<file path="config.mk">
export PLATFORM = sky130hd
export DESIGN_NAME = t03_fetch_unit
export DESIGN_NICKNAME = d
export VERILOG_FILES = /design/src/rtl/t03_fetch_unit.sv
export SDC_FILE = /design/constraint.sdc
export NUM_CORES = 1
export LEC_CHECK = 0
export BUFFER_PORTS_ARGS = -buffer_cell sky130_fd_sc_hd__buf_2
export CAP_MARGIN = 20
export CORE_UTILIZATION = 45
export CTS_BUF_LIST = sky130_fd_sc_hd__clkbuf_8
export DETAILED_ROUTE_END_ITERATION = 8
export GPL_ROUTABILITY_DRIVEN = 0
export PLACE_DENSITY = 0.92
export SYNTH_ARGS = -nofsm -noshare
export SYNTH_HDL_FRONTEND = slang
export SYNTH_SLANG_ARGS = --single-unit
</file>
<file path="constraint.sdc">
create_clock -name clk -period 2.65 [get_ports clk]
set_input_delay 0.265 -clock clk [delete_from_list [all_inputs] [get_ports clk]]
set_output_delay 0.265 -clock clk [all_outputs]
set_load 0.01 [all_outputs]
</file>
<file path="src/rtl/t03_fetch_unit.sv">
// t03_fetch_unit: RV32I fetch stage that owns the PC, runs the memory request/ack handshake and drives the instruction holder.
// Define T03_FETCH_TIMEOUT_EN to enable the ack timeout, request re-issue and sticky fetchTimeout flag.
module t03_fetch_unit #(
    parameter logic [31:0] RESET_PC       = 32'h0000_0000,
    parameter int unsigned TIMEOUT_CYCLES = 255
) (
    input  logic        clk,
    input  logic        nrst,
    input  logic [31:0] pcNext,
    input  logic        pcLoad,
    input  logic        stall,
    input  logic        memBusy,
    input  logic        memAck,
    input  logic [31:0] memData,
    output logic        memReq,
    output logic [31:0] memAddr,
    output logic [31:0] instruction_in,
    output logic        freezeInstr,
    output logic [31:0] pc,
    output logic        instrValid,
    output logic        fetchTimeout
);

    typedef enum logic [1:0] {
        BOOT = 2'd0,
        REQ  = 2'd1,
        WAIT = 2'd2,
        EXEC = 2'd3
    } state_t;

    state_t      r_state;
    state_t      w_stateNext;
    logic [31:0] r_pc;
    logic [31:0] w_pcNext;
    logic        r_firstExec;
    logic        w_ackTaken;
    logic        w_timeoutHit;

    if (TIMEOUT_CYCLES < 1 || TIMEOUT_CYCLES > 255) begin : g_badTimeout
        $error("t03_fetch_unit: TIMEOUT_CYCLES must be in 1..255");
    end

    assign w_ackTaken = (r_state == WAIT) && memAck;

    always_comb begin
        w_stateNext = r_state;
        w_pcNext    = r_pc;
        case (r_state)
            BOOT: w_stateNext = REQ;
            REQ: begin
                if (!memBusy) begin
                    w_stateNext = WAIT;
                end
            end
            WAIT: begin
                if (memAck) begin
                    w_stateNext = EXEC;
                end else if (w_timeoutHit) begin
                    w_stateNext = REQ;
                end
            end
            EXEC: begin
                // stall wins over pcLoad; the target is only taken on the advance cycle
                if (!stall) begin
                    w_stateNext = REQ;
                    w_pcNext    = pcLoad ? {pcNext[31:2], 2'b00} : r_pc + 32'd4;
                end
            end
            default: w_stateNext = BOOT;
        endcase
    end

    always_ff @(posedge clk or negedge nrst) begin
        if (!nrst) begin
            r_state     <= BOOT;
            r_pc        <= RESET_PC;
            r_firstExec <= 1'b0;
        end else begin
            r_state     <= w_stateNext;
            r_pc        <= w_pcNext;
            r_firstExec <= w_ackTaken;
        end
    end

`ifdef T03_FETCH_TIMEOUT_EN
    localparam logic [7:0] TO_LAST = 8'(TIMEOUT_CYCLES - 1);

    logic [7:0] r_waitCnt;
    logic       r_timeout;

    assign w_timeoutHit = (r_state == WAIT) && !memAck && (r_waitCnt == TO_LAST);

    // Counter is zero on every entry to WAIT because it is held clear outside WAIT
    always_ff @(posedge clk or negedge nrst) begin
        if (!nrst) begin
            r_waitCnt <= 8'd0;
            r_timeout <= 1'b0;
        end else begin
            if (r_state == WAIT) begin
                r_waitCnt <= r_waitCnt + 8'd1;
            end else begin
                r_waitCnt <= 8'd0;
            end
            if (w_timeoutHit) begin
                r_timeout <= 1'b1;
            end
        end
    end

    assign fetchTimeout = r_timeout;
`else
    assign w_timeoutHit = 1'b0;
    assign fetchTimeout = 1'b0;
`endif

    assign memReq         = (r_state == REQ);
    assign memAddr        = r_pc;
    assign pc             = r_pc;
    assign instruction_in = memData;
    assign freezeInstr    = ~w_ackTaken;
    assign instrValid     = r_firstExec;

endmodule
</file>
**Word-level counts from Yosys, hierarchy flattened**

Index checks and enable logic that the tools add are counted.

- Flip-flop bits (word level): 35
- Output and inout port bits: 100
- Bits of input ports: 70
- Logic and storage cells: 21

- Reduce and logical (&&, ||, !) cells: 4
- Bitwise gates (word level): 2
- Muxes and demuxes: 5
- Equal/unequal tests: 6
- Add/subtract/negate cells: 1

Operators with widths:

| kind | number |
|---|---|
| 32-bit by 3-bit adder with 32-bit output (second input constant) | 1 |
| 32-bit two-way mux | 1 |
| 2-bit one-hot mux with 4 select lines | 1 |
| 2-bit two-way mux | 3 |
| 2-bit != test (second input constant) | 3 |
| 2-bit == test (second input constant) | 2 |
| 3-bit AND reduction | 1 |
| 2-bit by 1-bit == test with 1-bit output (second input constant) | 1 |
| 2-bit zero test | 1 |
| 1-bit inverter | 2 |
| 2-bit AND reduction | 1 |
| 1-bit logical AND | 1 |

**Depth between registers and ports, before layout**

Gate-level depths: netlist of run 1.

- Word-level depth: 3
- Mapped depth: 7
- Mapped depth without buffers: 7

**Least setup slack after synthesis of run 1**

Ideal clock, no wire load.

- Path type: flip-flop to flip-flop
- Start: reg r_pc[2] (netlist: memAddr[2])
- End: reg r_pc[26] (netlist: memAddr[26])
- Arrival: 1.800 ns
- Stages on the path, launching flop included: 7
- Slack: 0.729 ns
- Period minus slack after synthesis: 1.921 ns
- Required time: 2.529 ns
- Path buffers: 0
- Cells stage by stage: dfrtp_1 ha_1 nand4_2 or3_1 nor3_1 a31oi_1 o22a_1

- Word-level cells in the longest chain between the ends: 2

RTL lines:

| item | RTL line | RTL |
|---|---|---|
| start: declaration | 33 | `logic [31:0] r_pc;` |
| start signal: assignment | 80 | `r_pc <= w_pcNext;` |
| 32-bit by 3-bit adder with 32-bit output | 66 | `w_pcNext = pcLoad ? {pcNext[31:2], 2'b00} : r_pc + 32'd4;` |
| 32-bit two-way mux | 66 |  |

Every way passes these cells.
A chain may end at the register's enable or synchronous reset.

**Worst setup path in the final report of run 1**

- Start: reg r_pc[2] (netlist: memAddr[2])
- End: reg r_pc[28] (netlist: memAddr[28])

Same word-level chain as after synthesis.

==> reports/qor.yml, run 1 <==
slew_headroom: 0.435
async_reset_ff_frac: 1.00
core_sq_um: 5640
critPathKind: "reg2reg"
grt_overflow: 0
numPortBuffers: 98
ys_ff_latch: 33
die_h_um: 79.4
post_cts_buffers: 0
skew_ns: 0.00524
crit_path_end_kind: "flop"
worst_slew_pin_slew_ns: 0.848
syn2layout_area_growth_pct: 6.03
synth_edf_count: 0
io_pins: 170
grt_pass1_vias: 2158
pwr_density_cell_nw_per_um2: 1060
vdd_ir_drop_max_mv: 0.502
switching_share: 0.469
crit_buf_inv: 0
grt_pass1_wl_um: 10000
ys_types: 49
drt_iter0_markers: 124
period_share: 0.810
leakagePower_uw: 0.00130
yosysTopAreaCell: "dfrtp_1"
grt_use_total: 0.200
synth-main-ff-cell: "dfrtp_1"
timing.hold.ws_ns: 0.0545
cp.required_ns: 2.81
cp-start-kind: "flop"
p_int_uw: 1600
drv_cap: 0
ctsHtreeMaxLevel: 2
slew_violations: 0
antenna_left: 0
cp_max_fo: 8
setup_ws_ns: 0.504
yosys_warnings: 0
path_cells: "ha_1 > nand4_2 > or3_1 > nor3_1 > mux2i_1 > nand3_1"
critical-path-top-delay-family: "simple AND/OR/NAND/NOR gates"
diodes: 0
period_needed_ns: 2.15
status: "finished, final reports clean"
grt_antenna_before_repair: 0
num-nets-final: 443
pwr-share-comb: 0.481
cts_made_buffers: 5
vias: 2500
avgSynthCellArea_sq_um: 7.94
yosys-top-cells-area: "dfrtp_1 (31%), buf_4 (19%), a21oi_1 (4.3%), nand3_1 (4.1%), o21ai_0 (4.1%)"
wl_per_cell_um: 14.1
cts_tree: "done"
cts.sinks: 33
hold_class: "in2async"
dp_hpwl_um: 4500
cts_hold_buffers: 0
p_clk_frac: 0.139
register_area_sq_um: 826
synth_seq_area_share: 0.306
grt_max_degree: 36
netlist.area_leader.share: 0.306
dp.cells: 434
avgViaCountPerCell: 5.66
firstDrtPassIters: 4
routed_wl_um: 6240
setup_viol: 0
clk_latency_ns: 0.28
cts-root-buf: "clkbuf_8"
cts.clk_slew.worst_paths_ns: 0.07
crit_path_max_incr_delay_ns: 0.51
p_switching_uw: 1420
p_seq_frac: 0.380
drc: 0
synth_cells: 340
drive_gt1_frac: 0.330
max_freq_mhz: 466
die_area_sq_um: 6310
grt_setup_unrepaired: "false"
final_util: 0.507
final_cells: 442
synth_area_sq_um: 2700
dp_slack_ns: 0.507
critical-path-slowest-cell: "or3_1"
synth_common_cells: "buf_4 (67), dfrtp_1 (33), nand2_1 (28)"
synth.most_common_cell: "buf_4"
die_w_um: 79.4
multiInputGateArea_sq_um: 1270
cts_resized: 0
cts_buffer_depth: 2
start_util: 0.478
fin_setup_tns_ns: 0
critical_path_arrival_ns: 2.30
fillers: 568
core.rowCount: 27
report.final.hold_viol_count: 0
## stage by stage
stage / instance area, sq um / total power [uW]
finish: 2860 / 3020
global route: 2860 / 3290
CTS: 2860 / 3050
detailed placement: 2760 / 2620
global placement: 2760 / 2560
floorplan: 2710 / 2280
## metal layers
metal	GRT usage	share of wire	up-vias
met3	0.0320	0.064	17
li1	-	-	1194
met2	0.332	0.49	111
met1	0.262	0.43	1178
met4	0.0691	0.015	0
met5	0	0	-
## flip-flops by register name, indices dropped and copies added (netlist names)
register,cells
memAddr,30
r_state,2
instrValid,1
## final timing paths
kind	startpoint	end	slack (ns)	depth (start not counted)
hold reg to reg	memAddr[3]$_DFFE_PN0P_	memAddr[3]$_DFFE_PN0P_	0.57	2
setup / recovery	memAddr[2]$_DFFE_PN0P_	memAddr[28]$_DFFE_PN0P_	0.50	6
max in group asynchronous	nrst	memAddr[8]$_DFFE_PN0P_	2.11	1
min in group clk	memAck	instrValid$_DFF_PN0_	0.21	3
setup reg to reg	memAddr[2]$_DFFE_PN0P_	memAddr[28]$_DFFE_PN0P_	0.50	6
hold / removal	nrst	memAddr[19]$_DFFE_PN0P_	0.05	1
## power by group through the flow
stage               registers [uW]  clock network (uW)  logic (uW)
finish                        1150                 419        1450
global route                  1200                 456        1630
CTS                           1150                 431        1470
detailed placement            1160                   0        1460
global placement              1130                   0        1430
floorplan                     1170                   0        1110
## layout make-up
cell class,count,share of cell area
Tap cell,72,0.0315
Multi-Input combinational cell,214,0.443
Clock buffer,7,0.0337
Sequential cell,33,0.289
Inverter,11,0.0144
Clock inverter,1,0.00175
Timing Repair Buffer,104,0.187
## placed cells by master (no fill, tap or decap), types with 6 or more instances in the layout
cell / count
o21ai_0: 22
nand4_1: 9
mux2i_1: 7
buf_4: 6
nand2_1: 28
buf_2: 98
clkbuf_8: 7
nor2_1: 18
a21oi_1: 23
inv_1: 11
nand3_1: 22
nor3_1: 12
dfrtp_1: 33
## logic make-up after synthesis
family | synth area share
AND/OR/NAND/NOR | 0.250
buffers and inverters | 0.231
AO/OA/AOI/OAI | 0.167
flip-flops | 0.306
multiplexers | 0.0260
adder cells (fa/ha/maj) | 0.0185
other | 0.00139
No activity file was read; power rests on OpenSTA's default activity.
==> inputs of run 2 (changes only) <==
==> constraint.sdc (replaced) <==
create_clock -name clk -period 2.2 [get_ports clk]
set_input_delay 0.22 -clock clk [delete_from_list [all_inputs] [get_ports clk]]
set_output_delay 0.22 -clock clk [all_outputs]
set_load 0.01 [all_outputs]
==> run 2 against run 1 <==
Net effect:
- largest cell class unchanged
- sequential cell count is the same
- maximum frequency increased by 6.3%
- sequential power increased by 22%
- sequential share of layout area hardly changed
- utilization about the same
- first-iteration DRC count is 10% higher
==> reports/qor.yml, run 2 (same netlist as run 1, synthesis figures left out) <==
status: "finished, final reports clean"
grtUsageMet2: 0.342
cts_buffer_depth: 2
slew_violations: 0
vdd_ir_drop_max_mv: 0.552
drive_gt1_frac: 0.327
die_area_sq_um: 6310
antenna_left: 0
grt_max_degree: 39
worst_slew_pin_slew_ns: 0.779
largest_reg_flops: 30
period_needed_ns: 2.02
final_common_cell: "buf_2"
switching_share: 0.481
num-nets-final: 446
syn2layout_area_growth_pct: 6.07
critPathLaunch: "memAddr[2]$_DFFE_PN0P_"
pwr_density_cell_nw_per_um2: 1250
cp.depth: 6
mostFrequentLayoutCells: "buf_2 (98), dfrtp_1 (33), nand2_1 (28)"
setup.worst_path.end: "memAddr[26]$_DFFE_PN0P_"
crit_path_max_incr_delay_ns: 0.47
clk_latency_ns: 0.28
cts.clk_slew.worst_paths_ns: 0.07
grt_pass1_vias: 2209
grt_overflow: 0
regToRegSetupSlack_ns: 0.18
r2r_end: "memAddr[26]$_DFFE_PN0P_"
p_switching_uw: 1720
cp_max_fo: 6
fin_setup_tns_ns: 0
cts_tree: "done"
cp.required_ns: 2.37
cts_made_buffers: 5
drc: 0
critical_path_arrival_ns: 2.19
reg2regPathDepth: 6
start_util: 0.478
vias: 2522
max_freq_mhz: 495
numPortBuffers: 98
wl_per_cell_um: 14.6
firstDrtPassIters: 5
grt_use_total: 0.208
die_w_um: 79.4
dp_hpwl_um: 4530
grt_setup_unrepaired: "false"
leakagePower_uw: 0.00131
cts-root-buf: "clkbuf_8"
pwr-share-comb: 0.489
grt.busiest_layer: "met2"
cts.sinks: 33
die_h_um: 79.4
core.rowCount: 27
diodes: 0
cp-start-kind: "flop"
cts_hold_buffers: 0
io_pins: 170
critPathKind: "reg2reg"
period_share: 0.918
routed_wl_um: 6480
met1_usage: 0.271
core_sq_um: 5640
skew_ns: 0.00339
crit_path_end_kind: "flop"
grt_use_met3: 0.0354
setup_viol: 0
cts_resized: 0
fillers: 544
hold_class: "in2async"
avgViaCountPerCell: 5.67
grt_pass1_wl_um: 10400
grt_antenna_before_repair: 0
p_total_uw: 3570
critical-path-slowest-cell: "or3_1"
report.final.hold_viol_count: 0
ctsHtreeMaxLevel: 2
path_cells: "ha_1 > nand4_2 > or3_1 > nor3_1 > a31oi_1 > o22a_1"
slew_headroom: 0.480
drt_iter0_markers: 137
r2r-start: "memAddr[2]$_DFFE_PN0P_"
p_seq_frac: 0.391
p_clk_frac: 0.120
critical-path-top-delay-family: "simple AND/OR/NAND/NOR gates"
drv_cap: 0
p_int_uw: 1860
crit_buf_inv: 0
post_cts_buffers: 0
==> run 2: cell count changes in the layout (fill, tap and decap cells not counted), sizes merged <==
cell / before / now
clkinv: 1 / 0
inv: 11 / 14
clkbuf: 7 / 5
buf: 104 / 107
==> run 2: area by class of cell <==
cell class                      count  area [sq um]  area share
Tap cell                           72          90.1      0.0315
Clock inverter                      3          11.3     0.00393
Inverter                           11          41.3      0.0144
Timing Repair Buffer              107           558       0.195
Clock buffer                        5          68.8      0.0240
Sequential cell                    33           826       0.288
Multi-Input combinational cell    214          1270       0.443
==> run 2: through the flow <==
step	worst slack, ns	utilization	hold WS (ns)	instance area [sq um]	std cells
final	0.181	0.507	0.0168	2860	445
after global routing	0.0407	0.507	0.0794	2860	445
after CTS	0.175	0.507	0.0414	2860	445
after detailed placement	0.193	0.493	0.345	2780	437
after global placement	0.183	0.493	0.341	2780	437
after floorplan	0.279	-	-0.0756	2710	344
==> run 2: power by group through the flow <==
stage               clock network [uW]  logic, uW  registers (uW)
finish                             429       1750            1400
floorplan                            0       1340            1410
CTS                                440       1760            1390
global placement                     0       1720            1360
detailed placement                   0       1760            1400
global route                       466       1940            1460
==> run 2: routing by layer <==
metal | vias to the layer above | share of wire
met5 | - | 0
met4 | 0 | 0.016
met3 | 22 | 0.061
met2 | 117 | 0.50
met1 | 1184 | 0.42
li1 | 1199 | -
==> run 2: worst min-delay path by stage <==
stage | startpoint | endpoint | slack (ns) | cells past startpoint
after global placement | nrst | memAddr[19]$_DFFE_PN0P_ | 0.34 | 1
after global routing | nrst | memAddr[23]$_DFFE_PN0P_ | 0.08 | 1
final | nrst | memAddr[19]$_DFFE_PN0P_ | 0.02 | 1
after CTS | nrst | memAddr[23]$_DFFE_PN0P_ | 0.04 | 1
after detailed placement | nrst | memAddr[19]$_DFFE_PN0P_ | 0.34 | 1
after floorplan | nrst | instrValid$_DFF_PN0_ | -0.08 | 0
==> inputs of run 3 (changes only) <==
--- a/config.mk
+++ b/config.mk
@@ -7,11 +7,13 @@
 export LEC_CHECK = 0
 export BUFFER_PORTS_ARGS = -buffer_cell sky130_fd_sc_hd__buf_2
 export CAP_MARGIN = 20
+export CORE_ASPECT_RATIO = 0.8
 export CORE_UTILIZATION = 45
 export CTS_BUF_LIST = sky130_fd_sc_hd__clkbuf_8
 export DETAILED_ROUTE_END_ITERATION = 8
 export GPL_ROUTABILITY_DRIVEN = 0
 export PLACE_DENSITY = 0.92
+export SLEW_MARGIN = 20
 export SYNTH_ARGS = -nofsm -noshare
 export SYNTH_HDL_FRONTEND = slang
 export SYNTH_SLANG_ARGS = --single-unit
==> run 3 against run 2 <==
Net effect:
- sequential power about the same
- worst hold slack got worse by 0.014 ns
- die area hardly changed
- clock-buffer cell count up 1
- highest routed layer unchanged
==> reports/qor.yml, run 3 (same netlist as run 1, synthesis figures left out) <==
crit_buf_inv: 2
fin_setup_tns_ns: 0
cp-start-kind: "flop"
fillers: 573
vdd_ir_drop_max_mv: 0.563
io_pins: 170
die_w_um: 88.6
grt_setup_unrepaired: "false"
regToRegSetupSlack_ns: 0.15
drc: 0
die_area_sq_um: 6310
critical_path_arrival_ns: 2.21
report.final.hold_viol_count: 0
vias: 2528
path_cells: "ha_1 > nand4_2 > buf_4 > nor4_1 > buf_4 > and3_1 > and3_1 > o21ai_1"
core.rowCount: 24
critical-path-slowest-cell: "dfrtp_1"
firstDrtPassIters: 5
grt_overflow: 0
drt_iter0_markers: 145
slew_headroom: 0.493
largest_reg_flops: 30
crit_path_max_incr_delay_ns: 0.44
mostFrequentLayoutCells: "buf_2 (98), dfrtp_1 (33), nand2_1 (28)"
core_sq_um: 5620
register_area_sq_um: 826
drv_cap: 0
fin_area_sq_um: 2940
critical-path-top-delay-family: "simple AND/OR/NAND/NOR gates"
max_freq_mhz: 489
cts.clk_slew.worst_paths_ns: 0.08
slew_violations: 0
cts_resized: 0
dp_hpwl_um: 4790
syn2layout_area_growth_pct: 8.90
critPathKind: "reg2reg"
grt_use_total: 0.219
reg2regPathDepth: 8
crit_path_end_kind: "flop"
grt_max_degree: 37
grt_antenna_before_repair: 0
cp_max_fo: 7
dpl-instance-area_sq_um: 2820
die_h_um: 71.3
setup_viol: 0
period_needed_ns: 2.05
r2r_end: "memAddr[24]$_DFFE_PN0P_"
multiInputGateArea_sq_um: 1270
drive_gt1_frac: 0.334
cts_tree: "done"
hold_class: "in2async"
avgViaCountPerCell: 5.59
cts_buffer_depth: 2
final_common_cell: "buf_2"
leakagePower_uw: 0.00134
ctsHtreeMaxLevel: 2
cp.required_ns: 2.36
start_util: 0.481
final_util: 0.523
clk_latency_ns: 0.28
period_share: 0.930
cts_hold_buffers: 0
routed_wl_um: 6560
worst_slew_pin_slew_ns: 0.760
diodes: 0
critPathLaunch: "memAddr[2]$_DFFE_PN0P_"
num-nets-final: 447
pwr_density_cell_nw_per_um2: 1280
post_cts_buffers: 0
wl_per_cell_um: 14.5
cts-root-buf: "clkbuf_8"
antenna_left: 0
grt_pass1_wl_um: 10900
grt_pass1_vias: 2312
numPortBuffers: 98
r2r-start: "memAddr[2]$_DFFE_PN0P_"
skew_ns: 0.0106
cts_made_buffers: 5
status: "finished, final reports clean"
cts.sinks: 33
[run 3: through the flow]
stage	setup WS, ns	std cells	hold WS (ns)	power, uW
2_1_floorplan	0.279	344	-0.0756	2750
3_3_place_gp	0.255	444	0.342	3100
3_5_place_dp	0.169	444	0.348	3180
4_1_cts	0.168	452	0.0421	3780
5_1_grt	0.0169	452	0.0682	4110
6_report	0.155	452	0.00250	3760
[run 3: worst max-delay path by stage]
stage / endpoint / slack [ns] / cells after the start
floorplan: memAddr[26]$_DFFE_PN0P_ / 0.28 / 6
global placement: memAddr[26]$_DFFE_PN0P_ / 0.26 / 6
detailed placement: memAddr[24]$_DFFE_PN0P_ / 0.17 / 8
CTS: memAddr[24]$_DFFE_PN0P_ / 0.17 / 8
global route: memAddr[26]$_DFFE_PN0P_ / 0.02 / 6
finish: memAddr[24]$_DFFE_PN0P_ / 0.15 / 8
[run 3: routing by layer]
layer	wire (um)	GRT usage	up-vias	part of all wire
met3	585	0.0576	8	0.089
li1	-	-	1203	-
met4	47	0.0538	0	0.0072
met2	3060	0.340	126	0.47
met1	2870	0.304	1191	0.44
met5	0	0	-	0
[run 3: cell type report]
type,count,area share
sequential,33,0.281
timing repair buffer,108,0.201
clock inverter,2,0.0115
tap,78,0.0332
clock buffer,6,0.0281
multi-input combinational,214,0.431
inverter,11,0.0140
[run 3: report_power, final]
group          switching (uW)  leakage (uW)  internal, uW
sequential                496      0.000377           893
clock                     228     0.0000626           365
combinational            1010      0.000898           768
